[config.mk]
export PLATFORM = sky130hd
export DESIGN_NAME = id_inst_queue_flat
export DESIGN_NICKNAME = d
export VERILOG_FILES = /design/src/rtl/id_inst_queue_if.sv /design/src/rtl/id_inst_queue.sv /design/src/flat_wrapper.sv
export SDC_FILE = /design/constraint.sdc
export NUM_CORES = 1
export LEC_CHECK = 0
export BUFFER_PORTS_ARGS = -buffer_cell sky130_fd_sc_hd__buf_2
export CORE_MARGIN = 4
export CORE_UTILIZATION = 52
export CTS_CLUSTER_SIZE = 8
export DETAILED_ROUTE_END_ITERATION = 7
export PLACE_DENSITY = 0.75
export REMOVE_ABC_BUFFERS = 1
export SYNTH_ARGS = -nofsm -noshare
export SYNTH_HDL_FRONTEND = slang
export SYNTH_SLANG_ARGS = --single-unit
[constraint.sdc]
create_clock -name clk -period 8.34 [get_ports clk]
set_clock_uncertainty 0.2 [all_clocks]
set_input_delay 0.834 -clock clk [delete_from_list [all_inputs] [get_ports clk]]
set_output_delay 0.834 -clock clk [all_outputs]
set_load 0.05 [all_outputs]
[src/rtl/id_inst_queue_if.sv]
// Fetch/decode handshake bundle for id_inst_queue.
// The master side is fetch plus decode control; the slave side is the queue itself.
interface id_inst_queue_if #(
  parameter int WIDTH = 32,
  parameter int SLOTS = 2,
  parameter int DEPTH = 4
);
  logic                           in_valid;
  logic                           in_ready;
  logic [WIDTH-1:0]               in_inst;
  logic [SLOTS*WIDTH-1:0]         in_slots;
  logic                           stall;
  logic                           squash;
  logic                           out_valid;
  logic [WIDTH-1:0]               out_inst;
  logic [SLOTS*WIDTH-1:0]         out_slots;
  logic [$clog2(DEPTH+1)-1:0]     count;

  modport master (
    output in_valid, in_inst, in_slots, stall, squash,
    input  in_ready, out_valid, out_inst, out_slots, count
  );

  modport slave (
    input  in_valid, in_inst, in_slots, stall, squash,
    output in_ready, out_valid, out_inst, out_slots, count
  );
endinterface

[src/rtl/id_inst_queue.sv]
// DEPTH-entry FIFO between fetch and decode. Each entry holds an instruction plus SLOTS payload words.
// Squash flushes every entry; an empty queue presents NOP to decode.
module id_inst_queue #(
  parameter int          WIDTH = 32,
  parameter int          SLOTS = 2,
  parameter int          DEPTH = 4,
  parameter logic [31:0] NOP   = 32'h00000015
) (
  input  logic            clk,
  input  logic            reset,
  id_inst_queue_if.slave  q
);
  localparam int PW = $clog2(DEPTH);
  localparam int CW = $clog2(DEPTH + 1);
  localparam int EW = WIDTH * (SLOTS + 1);
  localparam logic [WIDTH-1:0] NOP_W = WIDTH'(NOP);

  logic [EW-1:0] mem [DEPTH];
  logic [PW-1:0] wp;
  logic [PW-1:0] rp;
  logic [CW-1:0] cnt;
  logic [EW-1:0] head;
  logic          empty;
  logic          full;
  logic          push;
  logic          pop;

  assign empty = (cnt == '0);
  assign full  = (cnt == CW'(DEPTH));
  assign push  = q.in_valid & ~full & ~q.squash;
  assign pop   = ~empty & ~q.stall & ~q.squash;
  assign head  = mem[rp];

  assign q.in_ready  = ~full;
  assign q.out_valid = ~empty;
  assign q.out_inst  = empty ? NOP_W : head[WIDTH-1:0];
  assign q.out_slots = empty ? '0 : head[EW-1:WIDTH];
  assign q.count     = cnt;

  // Pointers and occupancy; reset outranks squash, which outranks any push/pop.
  always_ff @(posedge clk) begin
    if (reset) begin
      wp  <= '0;
      rp  <= '0;
      cnt <= '0;
    end else if (q.squash) begin
      wp  <= '0;
      rp  <= '0;
      cnt <= '0;
    end else begin
      if (push) wp <= wp + PW'(1);
      if (pop)  rp <= rp + PW'(1);
      cnt <= cnt + CW'(push) - CW'(pop);
    end
  end

  // Storage is deliberately left uncleared by reset; occupancy alone decides what is visible.
  always_ff @(posedge clk) begin
    if (!reset && push) mem[wp] <= {q.in_slots, q.in_inst};
  end

  a_no_push_full: assert property (@(posedge clk) disable iff (reset) !(push && full));
  a_no_pop_empty: assert property (@(posedge clk) disable iff (reset) !(pop && empty));
  a_count_bound:  assert property (@(posedge clk) disable iff (reset) cnt <= CW'(DEPTH));
endmodule

[src/flat_wrapper.sv]
// flat-port wrapper written by rule: the top's interface ports become plain ports
module id_inst_queue_flat 
#(
  parameter int          WIDTH = 32,
  parameter int          SLOTS = 2,
  parameter int          DEPTH = 4,
  parameter logic [31:0] NOP   = 32'h00000015
)
  (clk, reset, q_in_valid, q_in_inst, q_in_slots, q_stall, q_squash, q_in_ready, q_out_valid, q_out_inst, q_out_slots, q_count);
  id_inst_queue_if #(.WIDTH(WIDTH), .SLOTS(SLOTS), .DEPTH(DEPTH)) q_i ();
  input  logic clk;
  input  logic reset;
  input wire logic [$bits(q_i.in_valid)-1:0] q_in_valid;
  input wire logic [$bits(q_i.in_inst)-1:0] q_in_inst;
  input wire logic [$bits(q_i.in_slots)-1:0] q_in_slots;
  input wire logic [$bits(q_i.stall)-1:0] q_stall;
  input wire logic [$bits(q_i.squash)-1:0] q_squash;
  output wire logic [$bits(q_i.in_ready)-1:0] q_in_ready;
  output wire logic [$bits(q_i.out_valid)-1:0] q_out_valid;
  output wire logic [$bits(q_i.out_inst)-1:0] q_out_inst;
  output wire logic [$bits(q_i.out_slots)-1:0] q_out_slots;
  output wire logic [$bits(q_i.count)-1:0] q_count;
  assign q_i.in_valid = q_in_valid;
  assign q_i.in_inst = q_in_inst;
  assign q_i.in_slots = q_in_slots;
  assign q_i.stall = q_stall;
  assign q_i.squash = q_squash;
  assign q_in_ready = q_i.in_ready;
  assign q_out_valid = q_i.out_valid;
  assign q_out_inst = q_i.out_inst;
  assign q_out_slots = q_i.out_slots;
  assign q_count = q_i.count;
  id_inst_queue #(.WIDTH(WIDTH), .SLOTS(SLOTS), .DEPTH(DEPTH), .NOP(NOP)) u_core (.clk(clk), .reset(reset), .q(q_i));
endmodule
### After elaboration in Yosys (flattened, before gate mapping)

Memories as Yosys holds them, arrays and structs flattened. A register that Yosys moved wholly into a read port is not among the register bits.
Cells that the tools add are included.
Widths: inputs -> output; s select.

* memory bits (writable): 384
* output and inout bits: 101
* word-level logic and storage cells: 27
* input port bits: 101
* register bits after elaboration: 7
* memories: 1

* equality and inequality tests: 1
* bitwise logic cells: 8
* add/subtract/negate cells: 4
* multiplexer cells: 6
* reduce and logical (&&, ||, !) cells: 4

Memory list
* u_core.mem: words 4, width 96, rd ports 1, clocked after memory_dff 1, wr ports 1, line id_inst_queue.sv:18 `logic [EW-1:0] mem [DEPTH];`

Operators by type and width (number)
* $mux 64: 1
* $mux 32: 1
* $add 2x1->2 const B: 2
* $and 1x1->1: 4
* $mux 2: 2
* $not 1->1: 4
* $add 3x1->3: 1
* $eq 3x3->1 const B: 1
* $logic_not 3->1: 1
* $sub 3x1->3: 1
* $mux 1: 2
* $reduce_or 2->1: 1
* $logic_and 1x1->1: 1
* $logic_not 1->1: 1

### Logic depth before layout (Yosys ltp)

* depth in word-level cells: 7
* mapped depth: 10
* depth with buffers taken out: 10

### Worst setup path before layout

Ideal clock, no wire load.

* path type: reg2reg
* start point: reg u_core.cnt[1] (netlist: u_core.q.count[1])
* end point: mem u_core.mem[0][0] (netlist bit), enable pin
* setup slack: -0.947 ns
* clock period less this slack: 9.287 ns
* required time: 7.452 ns
* stages on the path, launching flop included: 4
* arrival: 8.399 ns
* setup time: 0.688 ns
* buffers on the path: 0
* path through: dfxtp_1 > or3b_2 > nand3b_2 > nor3b_1

* longest elaborated chain between the ends: 7

RTL lines
* start, declared: line id_inst_queue.sv:21 `logic [CW-1:0] cnt;`
* start signal, assigned: line id_inst_queue.sv:53 `cnt <= cnt + CW'(push) - CW'(pop);`
* $eq 3x3->1: line id_inst_queue.sv:29 `assign full = (cnt == CW'(DEPTH));`
* $not 1->1
* via q_in_ready: line flat_wrapper.sv:18 `output wire logic [$bits(q_i.in_ready)-1:0] q_in_ready;`
* $and 1x1->1 (2 in series): line id_inst_queue.sv:30 `assign push = q.in_valid & ~full & ~q.squash;`
* $logic_and 1x1->1: line id_inst_queue.sv:59 `if (!reset && push) mem[wp] <= {q.in_slots, q.in_inst};`
* $mux 1: line id_inst_queue.sv:59
* $mux 1 (not written as such): line id_inst_queue.sv:59
* end, declared: line id_inst_queue.sv:18

The timed path passes the listed nets, and every way through them passes these cells.

==> summary.md <==
| Metric | Value |
|---|---|
| Status | `finished clean` |
| Initial antenna violation count | `7` |
| Final #Nets | `1007` |
| Hold WC Path Type | `flop to flop` |
| CTS tree | `built` |
| Crit path DAT | `2.96 ns` |
| CTS Sinks | `between 300 and 400` |
| Leakage | `0.006163 µW` |
| Distinct cell type count after synthesis | `24` |
| Flop pwr share | `0.507` |
| Clock buffer depth | `3` |
| Fmax | `250.1 MHz` |
| Final hold vios | `0` |
| Worst VDD drop | `0.2001 mV` |
| CP endpoint kind | `output pin` |
| Ranking of synthesized cells by area | `edfxtp_1 (77%), mux4_2 (14%), and2_1 (4.0%)` |
| Worst-Skew Late Latency | `0.54 ns` |
| Clock root cell | `clkbuf_16` |
| Routed Antenna Nets | `0` |
| Setup crit start kind | `flop` |
| Clock share of power | `0.439` |
| H-Tree Depth | `2` |
| Total routed wirelength | `28170 µm` |
| Site Rows | `61` |
| Period utilization | `0.4795` |
| Worst slew margin | `0.2551` |
| Synth Register Bits | `393` |
| Chip height | `roughly 180 µm` |
| Sw Pwr | `approximately 890 µW` |
| Via count | `slightly above 7000` |
| Switching Share | `0.2049` |
| DR iter-0 viols | `502` |
| Max Used Layer | `met5` |
| Slew @ Worst Pin | `1.117 ns` |
| Port Buffers | `201` |
| Place WS | `4.828 ns` |
| Comb power frac | `0.054` |
| Unrepaired setup endpoints after global routing | `no` |
| CTS resizes | `0` |
| Drc violations | `0` |
| Max cap viols | `0` |
| WL met2 | `14170 µm` |
| Kind of critical path | `flop to output pin` |
| Post-Syn Instances | `659` |
| Drt pass-1 iters | `5` |
| Post-CTS setup buffers | `0` |
| Setup ws final | `4.341 ns` |
| Core Area | `28090 µm²` |
| Fin crit period | `between 3 and 4 ns` |
| Register area share after synthesis | `0.7820` |
| Clock Pin Slew Worst Setup and Hold Paths | `0.05 ns` |
| Vias in the first global route | `roughly 7600` |
| Power Internal | `3450 µW` |
| Largest net degree at the start of global routing | `73` |
| Max-slew violations | `0` |
| YS warnings | `0` |
| PwrDens | `242.6 nW/µm²` |
| Share of layout cells above drive strength 1 | `0.4167` |
| Ports | `202` |
| Vias per inst | `5.481` |
| Pwr Total | `4339 µW` |
| CTS Hold Bufs | `0` |
| Die width | `approximately 180 µm` |
| Starting Density | `0.5332` |
| Leading area contributor after synthesis | `edfxtp_1` |
| Overall routing resource usage | `0.1823` |
| Met3 WL | `between 2000 and 2500 µm` |
| Worst-path fanout max | `49` |
| Die area | `around 32000 µm²` |
| Routability cong. | `0.6978` |
| Post-synth top area share | `0.7700` |
| First-pass GRT wire length | `43880 µm` |
| Final setup viols | `0` |
| Detailed placer's ending HPWL | `16720 µm` |
| Met1 Wirelength | `11310 µm` |
| WL/cell | `roughly 22 µm` |
| GRT Residual Overflow | `0` |
| Avg Synthesized Cell Area | `22.72 µm²` |
| Post-Syn Area | `14980 µm²` |
| Total CTS buffers | `between 50 and 60` |
| Worst path required time | `7.31 ns` |
| Synth-to-Final Area Change | `19.42%` |
per-layer routing:
metal / track usage / up-vias
met1: 0.2431 / 3645
met5: 0 / -
met3: 0.04942 / 55
met2: 0.3036 / 219
li1: - / 3158
met4: 0.04576 / 10
path summary, 6_finish.rpt:
check | endpoint | slack, ns | cells after the start | from
max | q_out_inst[4] | 4.34 | 4 | flop
min | flop | 0.28 | 2 | u_core.rp[1]
max reg2reg | u_core.mem[1][93] | 5.51 | 5 | u_core.q.count[1]
min reg2reg | flop | 0.28 | 2 | u_core.rp[1]
cell type report:
type	instances	area (µm²)
Inverter	7	26.28
Sequential cell	393	11720
Multi-Input combinational cell	227	3070
Antenna cell	3	7.507
Tap cell	378	473.0
Clock inverter	3	33.78
Clock buffer	67	1443
Fill cell	1967	10200
Timing Repair Buffer	215	1111
cells by family after synthesis:
logic type               count (synthesis)  share of synthesized area
AO/OA/AOI/OAI                            3                   0.001336
XOR/XNOR                                 2                   0.001170
adder cells (fa/ha/maj)                  7                   0.006350
buffers and inverters                   39                    0.01429
flip-flops                             393                     0.7820
multiplexers                            99                     0.1464
AND/OR/NAND/NOR                        116                    0.04846
power by group through the flow:
stage / registers (µW) / logic [µW] / clock network [µW]
floorplan: 2240 / 146 / 0
global placement: 2230 / 234 / 0
detailed placement: 2230 / 238 / 0
CTS: 2200 / 239 / 1950
global route: 2200 / 252 / 2050
finish: 2200 / 235 / 1910
Yosys cell counts:
cell,count
a21boi_0,2
and2_1,95
buf_12,1
buf_2,11
buf_6,5
clkbuf_1,15
dfxtp_1,9
edfxtp_1,384
fa_1,1
ha_1,6
inv_1,7
mux2i_1,3
mux4_2,96
nand2_1,5
nand3b_2,1
nor2_1,1
nor3_1,2
nor3_2,1
nor3b_1,5
o21ai_0,1
or2_1,3
or3_1,2
or3b_2,1
xnor2_1,2
state kept, by name, summed over array words and instances (netlist names), named ones only:
register        cells
u_core.mem        384
u_core.q.count      3
u_core.rp           2
u_core.wp           2
stage by stage:
stage          TNS [ns]  cells  hold slack, ns  utilization  cell area, µm²
4_1_cts               0   1290          0.2644       0.6364           17880
3_5_place_dp          0   1220          0.2580       0.5839           16400
3_3_place_gp          0   1220          0.2685       0.5839           16400
6_report              0   1293          0.2774       0.6367           17880
2_1_floorplan   -361.73    627          0.2459            -           14790
5_1_grt               0   1292          0.2779       0.6366           17880
cell usage in the layout (no fill, tap or decap), types with 5 or more instances in the layout:
master / count
buf_4: 14
and2_1: 95
ha_1: 6
inv_1: 6
buf_2: 201
clkbuf_16: 56
mux4_2: 96
nand2_1: 5
edfxtp_1: 384
clkbuf_1: 11
dfxtp_1: 7
critical path: stages (launching register included):
cell     delay (ns)
dfxtp_4        0.84
buf_4          0.70
mux4_2         0.42
or2_1          0.21
buf_2          0.21
(Power assumes the default switching activity.)
